===== src/rtl/fp_pkg.sv =====
// Shared single-precision constants, flag positions and the divider FSM state type.
package fp_pkg;

  localparam int unsigned EXP_W    = 8;
  localparam int unsigned FRAC_W   = 23;
  localparam int unsigned MANT_W   = 24;
  localparam int unsigned EXPI_W   = 10;
  localparam int unsigned QUO_BITS = 25;
  localparam int unsigned REM_W    = 25;

  localparam int          EXP_BIAS = 127;
  localparam logic [31:0] QNAN     = 32'h7FC0_0000;
  localparam logic [31:0] POS_INF  = 32'h7F80_0000;

  localparam logic [2:0]  FLAG_INVALID  = 3'b100;
  localparam logic [2:0]  FLAG_DIV_ZERO = 3'b010;
  localparam logic [2:0]  FLAG_OVERFLOW = 3'b001;

  typedef enum logic [1:0] {
    IDLE,
    DIV,
    ROUND,
    DONE
  } state_e;

endpackage


===== src/rtl/fp_classify.sv =====
// Decodes an IEEE-754 single word into class bits, sign, biased exponent and
// 24-bit mantissa with the hidden bit made explicit.
module fp_classify
  import fp_pkg::*;
(
  input  logic [31:0]       word,
  output logic              is_zero,
  output logic              is_sub,
  output logic              is_inf,
  output logic              is_nan,
  output logic              sign,
  output logic [EXP_W-1:0]  exp,
  output logic [MANT_W-1:0] mant24
);

  logic [FRAC_W-1:0] frac;
  logic              exp_zero;
  logic              exp_ones;
  logic              frac_zero;

  always_comb begin
    sign      = word[31];
    exp       = word[30:23];
    frac      = word[22:0];
    exp_zero  = (exp == '0);
    exp_ones  = (exp == '1);
    frac_zero = (frac == '0);
    is_zero   = exp_zero & frac_zero;
    is_sub    = exp_zero & ~frac_zero;
    is_inf    = exp_ones & frac_zero;
    is_nan    = exp_ones & ~frac_zero;
    mant24    = {~exp_zero, frac};
  end

endmodule


===== src/rtl/fp_divider.sv =====
// Multi-cycle IEEE-754 single-precision divider: restoring division one bit per
// cycle, round-to-nearest-even, subnormals flushed to zero on input and output.
module fp_divider
  import fp_pkg::*;
(
  input  logic        clk,
  input  logic        rst_n,
  input  logic        in_valid,
  output logic        in_ready,
  input  logic [31:0] a,
  input  logic [31:0] b,
  output logic        out_valid,
  input  logic        out_ready,
  output logic [31:0] quotient,
  output logic [2:0]  flags
);

  logic              a_zero_raw, a_sub, a_inf, a_nan, a_sign;
  logic              b_zero_raw, b_sub, b_inf, b_nan, b_sign;
  logic [EXP_W-1:0]  a_exp, b_exp;
  logic [MANT_W-1:0] a_mant, b_mant;

  fp_classify u_cls_a (
    .word(a), .is_zero(a_zero_raw), .is_sub(a_sub), .is_inf(a_inf),
    .is_nan(a_nan), .sign(a_sign), .exp(a_exp), .mant24(a_mant)
  );

  fp_classify u_cls_b (
    .word(b), .is_zero(b_zero_raw), .is_sub(b_sub), .is_inf(b_inf),
    .is_nan(b_nan), .sign(b_sign), .exp(b_exp), .mant24(b_mant)
  );

  state_e                    state_q, state_d;
  logic                      sign_q, sign_d;
  logic signed [EXPI_W-1:0]  exp_q, exp_d;
  logic [REM_W-1:0]          rem_q, rem_d;
  logic [MANT_W-1:0]         dvs_q, dvs_d;
  logic [QUO_BITS-1:0]       quo_q, quo_d;
  logic [4:0]                cnt_q, cnt_d;
  logic [31:0]               quotient_q, quotient_d;
  logic [2:0]                flags_q, flags_d;
  logic                      out_valid_q, out_valid_d;

  logic        a_zero, b_zero, sign_in, special;
  logic [31:0] spec_word;
  logic [2:0]  spec_flags;

  // Subnormal operands are treated as signed zero.
  always_comb begin
    a_zero     = a_zero_raw | a_sub;
    b_zero     = b_zero_raw | b_sub;
    sign_in    = a_sign ^ b_sign;
    special    = 1'b1;
    spec_word  = '0;
    spec_flags = '0;
    if (a_nan | b_nan | (a_zero & b_zero) | (a_inf & b_inf)) begin
      spec_word  = QNAN;
      spec_flags = FLAG_INVALID;
    end else if (a_inf) begin
      spec_word  = {sign_in, POS_INF[30:0]};
    end else if (b_zero) begin
      spec_word  = {sign_in, POS_INF[30:0]};
      spec_flags = FLAG_DIV_ZERO;
    end else if (a_zero | b_inf) begin
      spec_word  = {sign_in, 31'b0};
    end else begin
      special    = 1'b0;
    end
  end

  logic signed [EXPI_W-1:0] exp_diff;
  logic                     mant_lt;
  logic                     rem_ge;
  logic [REM_W-1:0]         rem_diff;
  logic                     guard, sticky, round_up;
  logic [MANT_W:0]          mant_rnd;
  logic signed [EXPI_W-1:0] exp_rnd;
  logic [FRAC_W-1:0]        frac_rnd;

  always_comb begin
    exp_diff = $signed({2'b00, a_exp}) - $signed({2'b00, b_exp});
    mant_lt  = (a_mant < b_mant);
    rem_ge   = (rem_q >= {1'b0, dvs_q});
    rem_diff = rem_ge ? (rem_q - {1'b0, dvs_q}) : rem_q;
    guard    = quo_q[0];
    sticky   = |rem_q;
    round_up = guard & (sticky | quo_q[1]);
    mant_rnd = {1'b0, quo_q[QUO_BITS-1:1]} + {{MANT_W{1'b0}}, round_up};
    // A carry out of the 24-bit mantissa can only leave 1.0 behind.
    if (mant_rnd[MANT_W]) begin
      frac_rnd = '0;
      exp_rnd  = exp_q + 10'sd1;
    end else begin
      frac_rnd = mant_rnd[FRAC_W-1:0];
      exp_rnd  = exp_q;
    end
  end

  always_comb begin
    state_d     = state_q;
    sign_d      = sign_q;
    exp_d       = exp_q;
    rem_d       = rem_q;
    dvs_d       = dvs_q;
    quo_d       = quo_q;
    cnt_d       = cnt_q;
    quotient_d  = quotient_q;
    flags_d     = flags_q;
    out_valid_d = out_valid_q;

    unique case (state_q)
      IDLE: begin
        if (in_valid) begin
          flags_d = '0;
          sign_d  = sign_in;
          if (special) begin
            quotient_d = spec_word;
            flags_d    = spec_flags;
            state_d    = DONE;
          end else begin
            dvs_d = b_mant;
            quo_d = '0;
            cnt_d = '0;
            if (mant_lt) begin
              rem_d = {a_mant, 1'b0};
              exp_d = exp_diff + 10'(EXP_BIAS - 1);
            end else begin
              rem_d = {1'b0, a_mant};
              exp_d = exp_diff + 10'(EXP_BIAS);
            end
            state_d = DIV;
          end
        end
      end
      DIV: begin
        rem_d = rem_diff << 1;
        quo_d = {quo_q[QUO_BITS-2:0], rem_ge};
        cnt_d = cnt_q + 5'd1;
        if (cnt_q == 5'(QUO_BITS - 1)) state_d = ROUND;
      end
      ROUND: begin
        if (exp_rnd >= 10'sd255) begin
          quotient_d = {sign_q, POS_INF[30:0]};
          flags_d    = FLAG_OVERFLOW;
        end else if (exp_rnd <= 10'sd0) begin
          quotient_d = {sign_q, 31'b0};
        end else begin
          quotient_d = {sign_q, exp_rnd[EXP_W-1:0], frac_rnd};
        end
        out_valid_d = 1'b1;
        state_d     = DONE;
      end
      DONE: begin
        // Special results enter DONE with out_valid low; it rises one cycle later.
        if (out_valid_q && out_ready) begin
          out_valid_d = 1'b0;
          state_d     = IDLE;
        end else begin
          out_valid_d = 1'b1;
        end
      end
      default: state_d = IDLE;
    endcase
  end

  always_ff @(posedge clk or negedge rst_n) begin
    if (!rst_n) begin
      state_q     <= IDLE;
      sign_q      <= 1'b0;
      exp_q       <= '0;
      rem_q       <= '0;
      dvs_q       <= '0;
      quo_q       <= '0;
      cnt_q       <= '0;
      quotient_q  <= '0;
      flags_q     <= '0;
      out_valid_q <= 1'b0;
    end else begin
      state_q     <= state_d;
      sign_q      <= sign_d;
      exp_q       <= exp_d;
      rem_q       <= rem_d;
      dvs_q       <= dvs_d;
      quo_q       <= quo_d;
      cnt_q       <= cnt_d;
      quotient_q  <= quotient_d;
      flags_q     <= flags_d;
      out_valid_q <= out_valid_d;
    end
  end

  assign in_ready  = (state_q == IDLE);
  assign out_valid = out_valid_q;
  assign quotient  = quotient_q;
  assign flags     = flags_q;

endmodule


===== config.mk =====
export PLATFORM = sky130hd
export DESIGN_NAME = fp_divider
export DESIGN_NICKNAME = d
export VERILOG_FILES = /design/src/rtl/fp_pkg.sv /design/src/rtl/fp_classify.sv /design/src/rtl/fp_divider.sv
export SDC_FILE = /design/constraint.sdc
export NUM_CORES = 1
export LEC_CHECK = 0
export ABC_AREA = 1
export BUFFER_PORTS_ARGS = -buffer_cell sky130_fd_sc_hd__clkbuf_2
export CAP_MARGIN = 10
export CORE_MARGIN = 2
export CORE_UTILIZATION = 40
export DETAILED_ROUTE_END_ITERATION = 10
export SLEW_MARGIN = 20
export SYNTH_ARGS = -nofsm -noshare
export SYNTH_HDL_FRONTEND = slang
export SYNTH_SLANG_ARGS = --single-unit

===== constraint.sdc =====
create_clock -name clk -period 6.5 [get_ports clk]
set_clock_uncertainty 0.15 [all_clocks]
set_input_delay 1.3 -clock clk [delete_from_list [all_inputs] [get_ports clk]]
set_output_delay 1.3 -clock clk [all_outputs]
set_load 0.02 [all_outputs]

* Yosys cells after proc, flatten, opt, wreduce, memory -nomap -nowiden *
Cells that the tools add are included.

storage, ports and cells
  input bits = 68
  word-level logic and storage cells = 114
  register bits = 128
  output and inout bits = 37

cells by class
  multiplexer cells = 41
  reduce and logical (&&, ||, !) cells = 16
  magnitude comparators = 4
  add/sub/neg operators = 7
  equal/unequal tests = 12
  bitwise operators = 24

operators by type and width
  operator                                                                number
  32-bit two-way mux                                                      6
  25-bit two-way mux                                                      5
  25-bit case mux with 2 select lines                                     2
  32-bit case mux with 2 select lines                                     1
  31-bit two-way mux                                                      2
  23-bit logical NOT                                                      2
  24-bit by 1-bit adder with 25-bit output                                1
  25-bit by 24-bit >= comparator with 1-bit output                        1
  25-bit OR reduction                                                     1
  24-bit less-than comparator                                             1
  24-bit two-way mux                                                      1
  24-bit subtractor                                                       1
  23-bit two-way mux                                                      1
  9-bit by 8-bit adder with 10-bit output, second input constant          2
  10-bit two-way mux                                                      2
  8-bit == test, second input constant                                    2
  8-bit logical NOT                                                       2
  3-bit AND reduction                                                     5
  2-bit two-way mux                                                       6
  3-bit two-way mux                                                       4
  1-bit bitwise AND                                                       11
  10-bit by 2-bit adder with 10-bit output, second input constant         1
  10-bit by 9-bit >= comparator with 1-bit output, second input constant  1
  10-bit by 1-bit <= comparator with 1-bit output, second input constant  1
  20 further kinds                                                        42

* Logic depth before layout (Yosys ltp) *
  depth after elaboration = 12
  mapped depth = 20

* Hierarchy *
A second synthesis with hierarchy kept.

second synthesis, totals
  cell total of the unflattened synthesis = 1614
  area total of the unflattened synthesis = 10744.1 um2

by module, submodules not included
  module       instances  cells an instance  area an instance (um2)
  fp_divider   1          1472               9935.8
  fp_classify  2          71                 404.1

* Worst setup path before layout *
No wires, ideal clock.

  kind = input to register
  from = input port a[26]
  to = register rem_q[21]
  arrival = 3.214 ns
  setup time = 0.117 ns
  required time = 6.233 ns
  buffers on the path = 1
  stages on the path = 17
  path slack = 3.019 ns
  path through = nor2_1 > nand2_1 > nor2_1 > inv_1 > ha_1 > nand2_1 > nor2_1 > nand2_1 > nor4_1 > nand2_1 > nand2_1 > clkbuf_1 > nand2_1 > nand3_1 > nand2_1 > nand2_1 > nand2_1

on the way
  cells in the longest elaborated chain, start to end = 10
  elaborated cells on any way between the ends = 25

ends and longest elaborated chain
  element                                                               RTL line           source
  start: declaration                                                    fp_divider.sv:10   input logic [31:0] a,
  branches (longest 10 deep; another with 24-bit less-than comparator)  n/a
  end signal: assignment                                                fp_divider.sv:182  rem_q <= rem_d;
  end: declaration                                                      fp_divider.sv:36   logic [REM_W-1:0] rem_q, rem_d;

Several ways; the timed one is not identified. The select of a mux whose other input is x is not followed.
A chain may end at the register's enable or synchronous reset.

* Worst setup path after layout *
  from = input port a[24]
  to = register exp_q[2]

on the way
  cells in the longest elaborated chain, start to end = 10
  elaborated cells on any way between the ends = 25

ends and longest elaborated chain
  element                                                                           RTL line           source
  branches (longest 10 deep; another with 9-bit by 8-bit adder with 10-bit output)  n/a
  end signal: assignment                                                            fp_divider.sv:181  exp_q <= exp_d;
  end: declaration                                                                  fp_divider.sv:35   logic signed [EXPI_W-1:0] exp_q, exp_d;

Several ways; the timed one is not identified.

==> results.md <==
- Total congestion overflow: 0
- Top Ports: 105
- Status: completed
- Routability Congestion: 0.927
- Port-buffer cells: 104
- Peak VDD IR: 0.215 mV
- Leakage power: 0.00606 µW
- Final Util: 46.2%
- First-pass GRT wire length: 50900 µm
- Largest family of logic cells by synthesized area: simple AND/OR/NAND/NOR gates
- Synth Area in Adders: 8.44%
- Post-CTS Setup Bufs: 0
- Root buf cell: clkbuf_16
- DP HPWL: 23300 µm
- Setup WS post-layout: 1.70 ns
- Rel. slew slack: 30.0%
- Core ar.: 25200 µm²
- Power Dens Cells: 478 nW/µm²
- Min Tclk post-route: 4.80 ns
- Worst path required time: 6.70 ns
- Worst-path clk slew: 0.06 ns
- Critical Path Sink Type: flip-flop
- GRT Resource Usage Total: 24.0%
- Crit path kind: primary input to flip-flop
- Share of layout cells above drive strength 1: 11.2%
- Commonest non-fill, non-tap cells in the layout: nand2_1 (468), inv_1 (197), nand3_1 (158)
- DR iter-0 viols: 869
- Max-slew violations: 0
- Xor and xnor area share after synthesis: 3.42%
- H-tree Lvls: 4
- P&R area growth vs syn: 13.4%
- Pin count of the biggest net entering global routing: 87
- Simple-Gate Fraction of Synth Area: 36.6%
- Ys async rst share: 100%
- Mapped Avg Cell Area: 6.64 µm²
- Cell Area, Synth: 10300 µm²
- Die area: 26900 µm²
- Mux cell area share after synthesis: 0%
- Post-Syn Instances: 1544
- Ys Warns: 0
- Non-Filler Instances: 1969
- Antenna cell count: 0
- Startpoint Class: primary input
- Final setup violation count: 0
- Post-synthesis compound-gate area fraction: 10.5%
- Max Root-Sink Buffers: 2
- Vias: 10300
- Initial Util: 40.7%
- CP max FO: 32
- Main flop type after synthesis: dfrtp_1
- Period utilization: 73.9%
- CTS Buf Count: 17
- Place WS: 1.26 ns
- Fillers: 2642
- Most common cell after layout, fill and taps aside: nand2_1
- Sequential share of the synthesized area: 31.2%
- DR DRC count: 0
- HP Class: flip-flop to flip-flop
- Number of synthesized flops with an enable pin: 0
- Routed vias/inst: 5.22
- Post-synthesis register bit count: 128
- Final wirelength: 31000 µm
- Hold_buf cts: 0
- Placed Cells: 1937
- WL/cell: 15.8 µm
- Syn Nets: 1680
- ANT nets after route: 0
- Later-pin clock latency in the skew report: 0.44 ns
- First-pass DRT Iterations: 6
- Max-cap viol count: 0
- Setup TNS: 0 ns
- Vias in the first global route: 9840
- Synth cell types: 44
- Row count: 58
- Post-cts sizing count: 0
- Max Freq: 0.208 GHz
- Initial antenna violation count: 0
- DIE HEIGHT: 164 µm
- Die width: 164 µm
- Final Hold Fails: 0
- WHS: 0.307 ns
- Final Net Count: 1762
- Clock sinks: 128
- RSZ-0062 raised after global routing: false
- Slew @ Worst Pin: 1.04 ns
- Worst Path Arrival: 5.00 ns
- CTS tree: done
==> layer usage <==
layer  routed length (µm)  vias up  GRT usage, %
met5                    0        -             0
met3                 1980       38          4.47
met4                  648        0          7.02
met1                15100     4764          34.3
li1                     -     5187             -
met2                13400      283          36.6
==> sequential cells by signal, indices dropped and copies added (netlist names) <==
register	cells
quo_q	25
exp_q	10
flags	3
sign_q	1
dvs_q	24
cnt_q	5
out_valid	1
state_q	2
rem_q	25
quotient	32
==> Yosys cell counts (8+ instances only) <==
| library cell | number | area, µm² |
|---|---|---|
| nand2_1 | 469 | 1760 |
| inv_1 | 198 | 743 |
| nand3_1 | 158 | 791 |
| dfrtp_1 | 128 | 3200 |
| nor2_1 | 107 | 402 |
| o21ai_0 | 97 | 485 |
| ha_1 | 66 | 826 |
| nand4_1 | 57 | 357 |
| a21oi_1 | 53 | 265 |
| clkbuf_1 | 31 | 116 |
| xor2_1 | 28 | 245 |
| o21ai_1 | 22 | 110 |
| nor3_1 | 14 | 70.1 |
| nor4_1 | 12 | 75.1 |
| xnor2_1 | 12 | 105 |
| buf_2 | 11 | 55.1 |
| nor2_2 | 9 | 56.3 |
| nand2_2 | 8 | 50.1 |
==> worst paths after layout <==
path                       startpoint         to  slack (ns)  cells past startpoint
max in group asynchronous       rst_n   cnt_q[4]        4.30                      2
min in group asynchronous       rst_n  dvs_q[16]        0.77                      1
hold / removal              dvs_q[23]  dvs_q[23]        0.31                      2
hold reg to reg             dvs_q[23]  dvs_q[23]        0.31                      2
setup reg to reg             quo_q[0]   flags[1]        3.16                     20
setup / recovery                a[24]   exp_q[2]        1.70                     16
==> final cells by class <==
| class | instances | area, µm² | share of cell area (%) |
|---|---|---|---|
| clock buffer | 20 | 447 | 3.84 |
| clock inverter | 12 | 149 | 1.28 |
| inverter | 203 | 762 | 6.55 |
| multi-input combinational | 1163 | 6070 | 52.1 |
| sequential | 128 | 3200 | 27.5 |
| tap | 330 | 413 | 3.55 |
| timing repair buffer | 113 | 594 | 5.11 |
==> stage by stage <==
stage / cell area, µm² / power [µW]
2_1_floorplan: 10300 / 3700
3_3_place_gp: 11000 / 4500
3_5_place_dp: 11000 / 4530
5_1_grt: 11600 / 6110
4_1_cts: 11600 / 5560
6_report: 11600 / 5560
==> critical path, cell delays in order <==
cell      delay [ns]
clkbuf_2        0.14
nor2_1          0.10
nand2_1         0.06
nor2_1          0.24
inv_1           0.07
ha_1            0.29
nand2_1         0.07
nor2_1          0.19
nand2_1         0.08
nor4_1          0.17
nand2_1         0.46
nand2_1         0.93
clkinv_1        0.48
a21oi_1         0.24
o21ai_0         0.10
o21ai_0         0.08
==> kinds of logic (layout without fill, tap and decap cells) <==
logic type / after synthesis / count (layout)
adder cells (fa/ha/maj): 68 / 68
flip-flops: 128 / 128
AO/OA/AOI/OAI: 201 / 201
XOR/XNOR: 40 / 40
buffers and inverters: 253 / 348
AND/OR/NAND/NOR: 854 / 854
==> power breakdown <==
group          leakage, µW  total (µW)  internal [µW]  switching [µW]
registers          0.00167        1290           1050             236
logic              0.00410        3270           1080            2190
clock network     0.000288        1000            585             418
No activity file was read; power rests on OpenSTA's default activity.
